$ cat src/rtl/imem_loader_pkg.sv
// Shared types and constants for the instruction-memory loader.
// Used by the loader FSM, the byte packer and the bus interface.
package imem_pkg;

    localparam int IMEM_DEPTH  = 256;
    localparam int IMEM_ADDR_W = 8;
    localparam int INSTR_W     = 32;

    typedef enum logic [2:0] {
        S_IDLE,
        S_LEN_HI,
        S_LEN_LO,
        S_DATA,
        S_WRITE,
        S_DONE,
        S_ERROR
    } state_t;

    // States in which a new load may be started.
    function automatic logic can_start(input state_t s);
        return (s == S_IDLE) || (s == S_DONE) || (s == S_ERROR);
    endfunction

endpackage

$ cat src/rtl/imem_loader_if.sv
// Byte-stream input, instruction-memory write port and load status.
// master = stream source / controller side, slave = the loader.
interface imem_loader_if #(
    parameter int ADDR_W = imem_pkg::IMEM_ADDR_W
) ();
    logic                         start;
    logic [7:0]                   in_data;
    logic                         in_valid;
    logic                         in_ready;
    logic                         mem_we;
    logic [ADDR_W-1:0]            mem_addr;
    logic [imem_pkg::INSTR_W-1:0] mem_wdata;
    logic                         cpu_hold;
    logic                         done;
    logic                         error;

    modport master (
        output start, in_data, in_valid,
        input  in_ready, mem_we, mem_addr, mem_wdata, cpu_hold, done, error
    );

    modport slave (
        input  start, in_data, in_valid,
        output in_ready, mem_we, mem_addr, mem_wdata, cpu_hold, done, error
    );
endinterface

$ cat src/rtl/imem_loader_byte_packer.sv
// Assembles four stream bytes, MSB first, into one instruction word.
// o_word_ready flags the accept that completes the word.
module byte_packer
    import imem_pkg::*;
(
    input  logic               clk,
    input  logic               rst_n,
    input  logic               i_clr,
    input  logic               i_accept,
    input  logic [7:0]         i_byte,
    output logic [INSTR_W-1:0] o_word,
    output logic               o_word_ready
);
    logic [INSTR_W-1:0] r_word;
    logic [1:0]         r_idx;

    always_ff @(posedge clk or negedge rst_n) begin
        if (!rst_n) begin
            r_word <= '0;
            r_idx  <= '0;
        end else if (i_clr) begin
            r_word <= '0;
            r_idx  <= '0;
        end else if (i_accept) begin
            r_word <= {r_word[INSTR_W-9:0], i_byte};
            r_idx  <= r_idx + 2'd1;
        end
    end

    assign o_word       = r_word;
    assign o_word_ready = i_accept && (r_idx == 2'd3);

endmodule

$ cat src/rtl/imem_loader.sv
// Loads a length-prefixed instruction image from a byte stream into the
// instruction memory, holding the CPU stalled until the image is complete.
module imem_loader
    import imem_pkg::*;
#(
    parameter int ADDR_W = IMEM_ADDR_W,
    parameter int DEPTH  = IMEM_DEPTH
) (
    input  logic          clk,
    input  logic          rst_n,
    imem_loader_if.slave  bus
);
    state_t            r_state;
    logic              r_in_ready;
    logic              r_cpu_hold;
    logic              r_mem_we;
    logic              r_done;
    logic              r_error;
    logic [ADDR_W-1:0] r_addr;
    logic [15:0]       r_count;
    logic [15:0]       r_wcnt;

    logic               w_accept;
    logic               w_restart;
    logic [15:0]        w_len;
    logic [15:0]        w_wcnt_inc;
    logic [INSTR_W-1:0] w_word;
    logic               w_word_ready;

    assign w_accept   = bus.in_valid && r_in_ready;
    assign w_restart  = bus.start && can_start(r_state);
    assign w_len      = {r_count[15:8], bus.in_data};
    assign w_wcnt_inc = r_wcnt + 16'd1;

    byte_packer u_packer (
        .clk          (clk),
        .rst_n        (rst_n),
        .i_clr        (w_restart),
        .i_accept     (w_accept && (r_state == S_DATA)),
        .i_byte       (bus.in_data),
        .o_word       (w_word),
        .o_word_ready (w_word_ready)
    );

    always_ff @(posedge clk or negedge rst_n) begin
        if (!rst_n) begin
            r_state    <= S_IDLE;
            r_in_ready <= 1'b0;
            r_cpu_hold <= 1'b0;
            r_mem_we   <= 1'b0;
            r_done     <= 1'b0;
            r_error    <= 1'b0;
            r_addr     <= '0;
            r_count    <= '0;
            r_wcnt     <= '0;
        end else begin
            r_mem_we <= 1'b0;
            case (r_state)
                S_IDLE, S_DONE, S_ERROR: begin
                    if (w_restart) begin
                        r_state    <= S_LEN_HI;
                        r_in_ready <= 1'b1;
                        r_cpu_hold <= 1'b1;
                        r_done     <= 1'b0;
                        r_error    <= 1'b0;
                        r_addr     <= '0;
                        r_count    <= '0;
                        r_wcnt     <= '0;
                    end
                end
                S_LEN_HI: begin
                    if (w_accept) begin
                        r_count[15:8] <= bus.in_data;
                        r_state       <= S_LEN_LO;
                    end
                end
                S_LEN_LO: begin
                    if (w_accept) begin
                        r_count[7:0] <= bus.in_data;
                        if (w_len == 16'd0) begin
                            r_state    <= S_DONE;
                            r_done     <= 1'b1;
                            r_in_ready <= 1'b0;
                            r_cpu_hold <= 1'b0;
                        end else if (w_len > 16'(DEPTH)) begin
                            r_state    <= S_ERROR;
                            r_error    <= 1'b1;
                            r_in_ready <= 1'b0;
                            r_cpu_hold <= 1'b0;
                        end else begin
                            r_state <= S_DATA;
                        end
                    end
                end
                S_DATA: begin
                    if (w_word_ready) begin
                        r_state    <= S_WRITE;
                        r_in_ready <= 1'b0;
                        r_mem_we   <= 1'b1;
                    end
                end
                S_WRITE: begin
                    // Address is one past the last write after the final word.
                    r_addr <= r_addr + 1'b1;
                    r_wcnt <= w_wcnt_inc;
                    if (w_wcnt_inc == r_count) begin
                        r_state    <= S_DONE;
                        r_done     <= 1'b1;
                        r_cpu_hold <= 1'b0;
                    end else begin
                        r_state    <= S_DATA;
                        r_in_ready <= 1'b1;
                    end
                end
                default: r_state <= S_IDLE;
            endcase
        end
    end

    assign bus.in_ready  = r_in_ready;
    assign bus.mem_we    = r_mem_we;
    assign bus.mem_addr  = r_addr;
    assign bus.mem_wdata = w_word;
    assign bus.cpu_hold  = r_cpu_hold;
    assign bus.done      = r_done;
    assign bus.error     = r_error;

endmodule
$ cat src/flat_wrapper.sv
// flat-port wrapper written by rule: the top's interface ports become plain ports
module imem_loader_flat import imem_pkg::*;
#(
    parameter int ADDR_W = IMEM_ADDR_W,
    parameter int DEPTH  = IMEM_DEPTH
)
  (clk, rst_n, bus_start, bus_in_data, bus_in_valid, bus_in_ready, bus_mem_we, bus_mem_addr, bus_mem_wdata, bus_cpu_hold, bus_done, bus_error);
  imem_loader_if #(.ADDR_W(ADDR_W)) bus_i ();
  input  logic clk;
  input  logic rst_n;
  input wire logic [$bits(bus_i.start)-1:0] bus_start;
  input wire logic [$bits(bus_i.in_data)-1:0] bus_in_data;
  input wire logic [$bits(bus_i.in_valid)-1:0] bus_in_valid;
  output wire logic [$bits(bus_i.in_ready)-1:0] bus_in_ready;
  output wire logic [$bits(bus_i.mem_we)-1:0] bus_mem_we;
  output wire logic [$bits(bus_i.mem_addr)-1:0] bus_mem_addr;
  output wire logic [$bits(bus_i.mem_wdata)-1:0] bus_mem_wdata;
  output wire logic [$bits(bus_i.cpu_hold)-1:0] bus_cpu_hold;
  output wire logic [$bits(bus_i.done)-1:0] bus_done;
  output wire logic [$bits(bus_i.error)-1:0] bus_error;
  assign bus_i.start = bus_start;
  assign bus_i.in_data = bus_in_data;
  assign bus_i.in_valid = bus_in_valid;
  assign bus_in_ready = bus_i.in_ready;
  assign bus_mem_we = bus_i.mem_we;
  assign bus_mem_addr = bus_i.mem_addr;
  assign bus_mem_wdata = bus_i.mem_wdata;
  assign bus_cpu_hold = bus_i.cpu_hold;
  assign bus_done = bus_i.done;
  assign bus_error = bus_i.error;
  imem_loader #(.ADDR_W(ADDR_W), .DEPTH(DEPTH)) u_core (.clk(clk), .rst_n(rst_n), .bus(bus_i));
endmodule
$ cat config.mk
export PLATFORM = sky130hd
export DESIGN_NAME = imem_loader_flat
export DESIGN_NICKNAME = d
export VERILOG_FILES = /design/src/rtl/imem_loader_pkg.sv /design/src/rtl/imem_loader_if.sv /design/src/rtl/imem_loader_byte_packer.sv /design/src/rtl/imem_loader.sv /design/src/flat_wrapper.sv
export SDC_FILE = /design/constraint.sdc
export NUM_CORES = 1
export LEC_CHECK = 0
export ABC_CLOCK_PERIOD_IN_PS = 3070
export BUFFER_PORTS_ARGS = -buffer_cell sky130_fd_sc_hd__buf_2
export CAP_MARGIN = 15
export CORE_ASPECT_RATIO = 2
export CORE_MARGIN = 8
export CORE_UTILIZATION = 25
export DETAILED_ROUTE_END_ITERATION = 10
export GPL_TIMING_DRIVEN = 0
export PLACE_DENSITY = 0.4
export SYNTH_ARGS = -nofsm -noshare
export SYNTH_HDL_FRONTEND = slang
export SYNTH_SLANG_ARGS = --single-unit
$ cat constraint.sdc
create_clock -name clk -period 3.07 [get_ports clk]
set_clock_uncertainty 0.05 [all_clocks]
set_input_delay 0.4605 -clock clk [delete_from_list [all_inputs] [get_ports clk]]
set_output_delay 0.4605 -clock clk [all_outputs]
set_load 0.05 [all_outputs]
# Word-level counts from Yosys, hierarchy flattened
# Cells that the tools add are included.
# W data, S select, Z words.
totals:
  reg_bits: 82
  input_bits: 12
  out_inout_bits: 45
  wordCells: 96
classes:
  muxes: 39
  eq_ne: 18
  order_cmp: 1
  n_reduce_logical: 23
  add_sub_neg: 3
op_table:
  columns: ["cell", "count"]
  rows:
  - ["$mux W32", 2]
  - ["$pmux W8 S2", 3]
  - ["$pmux W16 S2", 1]
  - ["$mux W3", 7]
  - ["$add A16 B1 Y16 const B", 1]
  - ["$eq A16 B16 Y1", 1]
  - ["$gt A16 B9 Y1 const B", 1]
  - ["$logic_not A16 Y1", 1]
  - ["$mux W1", 16]
  - ["$mux W16", 1]
  - ["$mux W8", 2]
  - ["$pmux W3 S5", 1]
  - ["$reduce_and A5 Y1", 3]
  - ["$ne A2 B1 Y1 const B", 5]
  - ["$eq A3 B3 Y1 const B", 3]
  - ["$add A8 B1 Y8 const B", 1]
  - ["$ne A2 B2 Y1 const B", 4]
  - ["$reduce_bool A2 Y1", 4]
  - ["$eq A3 B2 Y1 const B", 2]
  - ["$pmux W1 S3", 2]
  - ["$reduce_and A3 Y1", 2]
  - ["$reduce_and A6 Y1", 1]
  - ["$logic_and A1 B1 Y1", 4]
  - ["$mux W2", 2]
  - ["other kinds (13)", 14]

# Longest topological paths before layout
# Gate-level depths: netlist of the first run.
depth:
  word_depth: 6
  mapped_depth: 9
  ltp_nobuf: 7

# Hierarchy
# From an unflattened synthesis of the first run, not the netlist that was laid out.
hier_totals:
  hier_cells: 467
  area_unflattened_um2: 4381.7
by_module_without_submodules:
  columns: ["mod", "instances", "area_per_inst_um2", "cells_each", "seq_area_each_um2"]
  rows:
  - ["imem_loader", 1, 2954.1, 355, 1201.2]
  - ["byte_packer", 1, 1427.6, 112, 850.8]

# Worst setup path before layout of the first run
# No wires, ideal clock.
synth_timing:
  kind: "flip-flop to flip-flop"
  start: "register u_core.r_wcnt[0]"
  end: "register u_core.r_cpu_hold, in the netlist u_core.bus.cpu_hold"
  setup_ps: 135
  stages_incl_launch_ff: 8
  t_arrival_ps: 2328
  synth_period_minus_slack_ps: 2512
  t_required_ps: 2885
  slack_ps: 558
  path_buffers: 0
  path_cell_list: "dfrtp_1 > ha_1 > nand3_2 > nor4_2 > nand3_1 > or3_2 > a2111oi_4 > o21ai_1"
synth_between:
  elab_chain_len: 4
synth_rtl:
  columns: ["element", "line_no", "text"]
  rows:
  - ["start: declaration", "imem_loader.sv:21", "logic [15:0] r_wcnt;"]
  - ["start signal: assignment", "imem_loader.sv:105", "r_wcnt <= w_wcnt_inc;"]
  - ["$add A16 B1 Y16", "imem_loader.sv:33", "assign w_wcnt_inc = r_wcnt + 16'd1;"]
  - ["$eq A16 B16 Y1", "imem_loader.sv:106", "if (w_wcnt_inc == r_count) begin"]
  - ["$ne A2 B1 Y1 (no source line)", null, null]
  - ["$reduce_and A5 Y1 (no source line)", null, null]
  - ["end signal: assignment", "imem_loader.sv:49", "r_cpu_hold <= 1'b0;"]
  - ["end signal: assignment", "imem_loader.sv:63", "r_cpu_hold <= 1'b1;"]
  - ["end signal: assignment", "imem_loader.sv:109", "r_cpu_hold <= 1'b0;"]
  - ["end: declaration", "imem_loader.sv:15", "logic r_cpu_hold;"]
# Every way passes these cells.
# A chain may end at the register's enable or synchronous reset.

# Worst setup path after layout of the first run
layout_timing:
  start: "register u_core.r_wcnt[0]"
  end: "register u_core.r_state[1]"
layout_between:
  elab_chain_len: 4
layout_rtl:
  columns: ["element", "line_no", "text"]
  rows:
  - ["$add A16 B1 Y16", "imem_loader.sv:33", null]
  - ["$eq A16 B16 Y1", "imem_loader.sv:106", null]
  - ["$mux W3", "imem_loader.sv:106", null]
  - ["$pmux W3 S5", "imem_loader.sv:58", "case (r_state)"]
  - ["end signal: assignment", "imem_loader.sv:61", "r_state <= S_LEN_HI;"]
  - ["end signal: assignment", "imem_loader.sv:107", "r_state <= S_DONE;"]
  - ["end signal: assignment", "imem_loader.sv:111", "r_state <= S_DATA;"]
  - ["end: declaration", "imem_loader.sv:13", "state_t r_state;"]
# Every way passes these cells.

==> results of run 1 <==
## worst max-delay path, cell delays in order (launching register included)
cell	delay, ns
dfrtp_1	0.52
ha_2	0.32
nand3_4	0.17
nor4_4	0.30
nand3_1	0.17
or3_2	0.48
a2111oi_4	0.51
o21ai_1	0.14
## worst paths after layout
check	start	endpoint	slack [ns]	cells past startpoint
setup / recovery	u_core.r_wcnt[0]	u_core.r_state[1]	0.27	7
hold / removal	rst_n	u_core.bus.mem_addr[0]	0.05	1
setup reg to reg	u_core.r_wcnt[0]	u_core.r_state[1]	0.27	7
hold reg to reg	u_core.bus.mem_addr[7]	u_core.bus.mem_addr[7]	0.44	1
min in group clk	bus_in_data[7]	u_core.r_count[7]	0.35	3
max in group asynchronous	rst_n	u_core.u_packer.o_word[15]	2.30	2
## cells in the final DEF (no fill, tap or decap), types with 4 or more instances in the layout
cell type,count
o21ai_1,11
nand4_1,6
clkbuf_1,25
nand2_1,111
xnor2_1,12
nor2_1,22
a21oi_1,47
a31oi_1,5
nand3_1,11
nand2b_1,4
inv_1,6
and3_1,6
o31ai_1,6
xor2_1,5
o22ai_1,6
nor2b_1,4
buf_2,59
nor3_1,5
a22o_1,8
dfrtp_1,82
clkbuf_16,9
o21ai_0,40
## per-stage QoR
step | cell area [um2] | setup WS [ns]
floorplan | 4330 | 0.558
global placement | 4870 | 0.0473
detailed placement | 4900 | 0.0624
CTS | 5170 | 0.0354
global route | 5190 | 0.0363
finish | 5190 | 0.266
## where the power goes
group          switching, mW  internal [mW]
Sequential             0.325           1.39
Combinational           1.73          0.752
Clock                  0.456          0.550
## kinds of logic (layout without fill, tap and decap cells)
family / count (synthesis) / after routing
XOR/XNOR: 19 / 19
AO/OA/AOI/OAI: 139 / 139
adder cells (fa/ha/maj): 3 / 3
buffers and inverters: 38 / 111
flip-flops: 82 / 82
multiplexers: 3 / 3
AND/OR/NAND/NOR: 203 / 203
## layer usage
layer / GRT usage, % / routed length [um] / vias to the layer above
li1: - / - / 1850
met1: 17.1 / 6050 / 1814
met2: 20.1 / 6680 / 64
met3: 2.26 / 546 / 15
met4: 3.84 / 189 / 0
met5: 0 / 0 / -
## registers in the layout (all words and copies together), names as in the netlist
signal                  count
u_core.bus.cpu_hold         1
u_core.r_state              3
u_core.bus.mem_addr         8
u_core.r_wcnt              16
u_core.u_packer.r_idx       2
u_core.bus.mem_we           1
u_core.bus.error            1
u_core.r_count             16
u_core.u_packer.o_word     32
u_core.bus.done             1
u_core.bus.in_ready         1
## cells in the mapped netlist (all sizes together) (2+ instances only)
library cell	n	area (um2)
a21oi	47	235
a22o	8	70.1
a31oi	5	31.3
and3	7	45.1
and3b	2	17.5
and4	2	17.5
buf	7	42.5
clkbuf	25	95.1
dfrtp	82	2050
ha	3	37.5
inv	6	22.5
mux2i	2	20.0
nand2	111	417
nand2b	4	25.0
nand3	13	75.1
nand3b	3	22.5
nand4	8	80.1
nor2	23	86.3
nor2b	4	25.0
nor3	6	35.0
nor3b	2	15.0
nor4	5	52.6
o21ai	51	255
o22ai	6	37.5
o31ai	6	45.0
o41ai	2	17.5
or2	3	18.8
or3	3	20.0
or3b	2	17.5
or4	2	15.0
xnor2	12	105
xor2	5	43.8
xor3	2	47.6
## cell type report
class                           count  share of cell area, %
Multi-Input combinational cell    367                   41.1
Inverter                            6                  0.434
Tap cell                          210                   5.06
Buffer                             32                   2.65
Timing Repair Buffer               57                   5.97
Clock buffer                       10                   4.41
Sequential cell                    82                   39.5
Clock inverter                      6                  0.843
==> qor.csv, run 1 <==
stage;metric;value;unit
run_status;status;finished clean;
floorplan;core_area;17100;um2
clock_tree;cts_setup_buffers;0;
logic_synthesis;ys_types;63;
sta;clock.fmax;357;MHz
clock_tree;cts_inserted_buffers;9;
clock_tree;cts_repair_resize_count;0;
sta;slew_headroom;28.4;%
floorplan;die_height;202;um
logic_synthesis;synth_edf_count;0;
routing;antenna_left;0;
clock_tree;cts_buffer_depth;2;
clock_tree;cts.clk_slew.worst_paths;0.06;ns
grt;grt_pass1_wl;21600;um
logic_synthesis;synth_top_family_by_area;simple AND/OR/NAND/NOR gates;
placement;gp_congestion;0.772;
sta;rsz0062_at_grt;no;
placement;hpwl;9610;um
routing;wire_per_inst;17.5;um
clock_tree;insertion_delay;0.34;ns
layout;antenna_cells;0;
worst_setup_path;crit_path_start_kind;register;
worst_setup_path;worst-setup-path-type;register to register;
clock_tree;cts_tree;built;
clock_tree;cts.sinks;82;
sta;finalSetupViolations;0;
floorplan;io_pins;57;
floorplan;initial_utilization;25.3;%
layout;fillers;1848;
sta;min_period_over_period;91.3;%
logic_synthesis;synth-simple-area-share;23.5;%
grt;grt.overflow.total;0;
sta;post-route-min-period;2.80;ns
layout;multiInputGateArea;2140;um2
clock_tree;cts_htree_levels;3;
worst_setup_path;critPathArrivalTime;2.94;ns
logic_synthesis;syn_inst;487;
logic_synthesis;ys_seq_area_share;47.4;%
placement;placedCellCount;754;
sta;finalMaxSlewViolations;0;
floorplan;num_rows;68;
run;cap_violations;0;
logic_synthesis;avgSynthCellArea;8.88;um2
logic_synthesis;syn_area;4330;um2
worst_setup_path;crit_required;3.21;ns
worst_setup_path;end_kind;register;
logic_synthesis;synth_fa_ha_area_share;0.868;%
sta;tightest_slew;1.07;ns
floorplan;dieArea;22000;um2
layout;seq_area;2050;um2
routing;drt_pass1_iterations;4;
hold_path;min_path_type;input pin to asynchronous set/reset pin;
power_and_ir_drop;power.density;1000;nW/um2
logic_synthesis;syn_nets;502;
clock_tree;root_buffer;clkbuf_16;
layout;fin_nets;570;
routing;wirelength;13500;um
logic_synthesis;synth-compound-area-share;19.3;%
power_and_ir_drop;ir_drop;0.380;mV
clock_tree;holdBufCountCts;0;
logic_synthesis;synth-xor-area-share;4.54;%
routing;vias_per_cell;4.86;
grt;grt_antenna_before_repair;0;
layout;stdcell_count;770;
placement;port_buffers;56;
sta;hold_violations;0;
routing;drt_iter0_drc;165;
logic_synthesis;yosysWarnings;0;
grt;gr-usage-all-layers;12.7;%
sta;whs;0.0480;ns
logic_synthesis;async_flop_share;100;%
logic_synthesis;ys.flop_type;dfrtp_1;
sta;setup-tns-final;0;ns
layout;fin_util;30.4;%
grt;grt_pass1_vias;3736;
power_and_ir_drop;power.leakage;2.33;nW
power_and_ir_drop;p_total;5.20;mW
layout;drive_above_1_share;17.7;%
logic_synthesis;synth.ff_latch_count;82;
routing;vias;3743;
logic_synthesis;synthMuxAreaShare;0.723;%
routing;drc;0;
layout;synthToLayoutAreaGrowth;20.0;%
floorplan;die_w;109;um
worst_setup_path;crit_fanout;9;
grt;grt_max_degree;48;
Power figures use the tool's default switching activity.
==> inputs of run 2 (changes only) <==
- CORE_ASPECT_RATIO: 2 -> 1.1
==> run 2 against run 1 <==
  * Global-route usage is 0.20 points lower
  * Non-clock buffer count is 1 higher
  * Flip-flop and latch count unchanged
  * Critical path type unchanged
  * Routed wire length is 1.9% lower
==> qor.csv, run 2 (synthesis results as in run 1) <==
stage;metric;value;unit
clock_tree;cts.sinks;82;
worst_setup_path;timing.rr.end;u_core.bus.done;
worst_setup_path;worst-setup-path-type;register to register;
grt;grt_pass1_vias;3898;
clock_tree;cts_tree;built;
hold_path;min_path_type;input pin to asynchronous set/reset pin;
worst_setup_path;end_kind;register;
clock_tree;cts_inserted_buffers;9;
placement;hpwl;9640;um
floorplan;num_rows;50;
worst_setup_path;rr_startpoint;u_core.r_wcnt[0];
sta;setup-tns-final;0;ns
grt;grt.overflow.total;0;
floorplan;core_area;17000;um2
placement;dpl_worst_slack;0.00434;ns
routing;drc;0;
layout;seq_area;2050;um2
grt;grt_pass1_wl;21600;um
sta;hold_violations;0;
power_and_ir_drop;power.density;995;nW/um2
power_and_ir_drop;p_switching;2.49;mW
sta;setup_slack;0.195;ns
routing;drt_iter0_drc;230;
layout;layout_commonest_cell;nand2_1;
sta;slew_headroom;28.8;%
power_and_ir_drop;switching_share;47.6;%
clock_tree;cts_buffer_depth;2;
placement;port_buffers;56;
routing;vias_per_cell;4.80;
worst_setup_path;worst-r2r-cell-count;8;
floorplan;io_pins;57;
layout;largest_register_ffs;32;
floorplan;dieArea;21800;um2
routing;wire_per_inst;16.6;um
routing;drt_pass1_iterations;4;
sta;rsz0062_at_grt;no;
layout;multiInputGateArea;2140;um2
floorplan;die_w;141;um
routing;vias;3818;
layout;antenna_cells;0;
worst_setup_path;critPathArrivalTime;3.05;ns
clock_tree;cts.clk_slew.worst_paths;0.06;ns
power_and_ir_drop;sequentialPowerShare;32.6;%
clock_tree;cts_htree_levels;3;
worst_setup_path;r2r_slack;0.20;ns
run_status;status;finished clean;
sta;clock.fmax;348;MHz
grt;grt_max_degree;51;
layout;fin_nets;571;
clock_tree;holdBufCountCts;0;
layout;fillers;1880;
worst_setup_path;crit_fanout;9;
worst_setup_path;crit_path_start_kind;register;
sta;min_period_over_period;93.6;%
power_and_ir_drop;p_int;2.74;mW
routing;antenna_left;0;
grt;grt_antenna_before_repair;1;
sta;tightest_slew;1.06;ns
power_and_ir_drop;power.leakage;2.35;nW
layout;synthToLayoutAreaGrowth;21.4;%
grt;gr-usage-all-layers;12.5;%
run;cap_violations;0;
worst_setup_path;crit_required;3.25;ns
sta;post-route-min-period;2.87;ns
layout;drive_above_1_share;18.0;%
sta;finalSetupViolations;0;
power_and_ir_drop;p_clk_share;20.4;%
power_and_ir_drop;pwr-share-comb;47.1;%
placement;gp_congestion;0.790;
sta;finalMaxSlewViolations;0;
floorplan;initial_utilization;25.4;%
floorplan;die_height;154;um
power_and_ir_drop;ir_drop;0.486;mV
clock_tree;insertion_delay;0.35;ns
routing;wirelength;13200;um
clock_tree;root_buffer;clkbuf_16;
layout;final_cell_mix;111 x nand2_1, 82 x dfrtp_1, 59 x buf_2, 47 x a21oi_1, 40 x o21ai_0;
[run 2: layout make-up]
type | count | area share (%)
multi-input cells | 367 | 40.7
flip-flops and latches | 82 | 39.1
repair buffers | 58 | 6.05
well taps | 234 | 5.58
clock buffers | 10 | 4.55
plain buffers | 32 | 2.62
clock inverters | 6 | 0.977
inverters | 6 | 0.429
[run 2: worst max-delay path by stage]
stage | startpoint | slack [ns] | cells after the start | endpoint
2_1_floorplan | u_core.r_wcnt[0] | 0.56 | 7 | u_core.bus.cpu_hold
3_3_place_gp | u_core.r_wcnt[0] | 0.04 | 7 | u_core.bus.cpu_hold
3_5_place_dp | u_core.r_wcnt[0] | 0.004 | 7 | u_core.bus.cpu_hold
4_1_cts | u_core.r_wcnt[0] | 0.05 | 7 | u_core.bus.cpu_hold
5_1_grt | u_core.r_wcnt[0] | 0.02 | 8 | u_core.bus.done
6_report | u_core.r_wcnt[0] | 0.20 | 8 | u_core.bus.done
[run 2: timing repair]
action                     4_1_cts  5_1_grt
pin swaps                        1        1
setup endpoints to repair        1        9
resized for setup                0        4
setup buffers                    0        1
[run 2: worst max-delay path: stages, from the launching register on]
cell	delay [ns]
dfrtp_1	0.50
ha_1	0.35
nand3_4	0.20
or4_1	0.61
mux2i_1	0.17
o31ai_2	0.34
a2111oi_4	0.12
buf_4	0.18
o31a_1	0.23
[run 2: metal layers]
layer | GRT usage [%] | part of all wire (%)
met5 | 0 | 0.076
met4 | 4.51 | 1.7
met3 | 2.66 | 3.7
met2 | 20.2 | 46
met1 | 16.2 | 48
[run 2: metrics by stage]
step	util, %	instances	hold WS, ns	cell area [um2]	power, mW
floorplan	-	487	0.115	4330	3.47
global placement	28.8	777	0.434	4900	4.18
detailed placement	29.0	778	0.405	4930	4.20
CTS	30.7	794	0.0331	5220	5.29
global route	30.9	795	0.0536	5250	5.60
finish	30.9	795	0.0228	5250	5.22
[run 2: power by group through the flow]
| stage | clock network (mW) | logic (mW) | registers [mW] |
|---|---|---|---|
| CTS | 1.10 | 2.48 | 1.71 |
| global route | 1.14 | 2.70 | 1.76 |
| floorplan | 0 | 1.23 | 2.24 |
| global placement | 0 | 2.46 | 1.72 |
| finish | 1.06 | 2.46 | 1.70 |
| detailed placement | 0 | 2.48 | 1.72 |
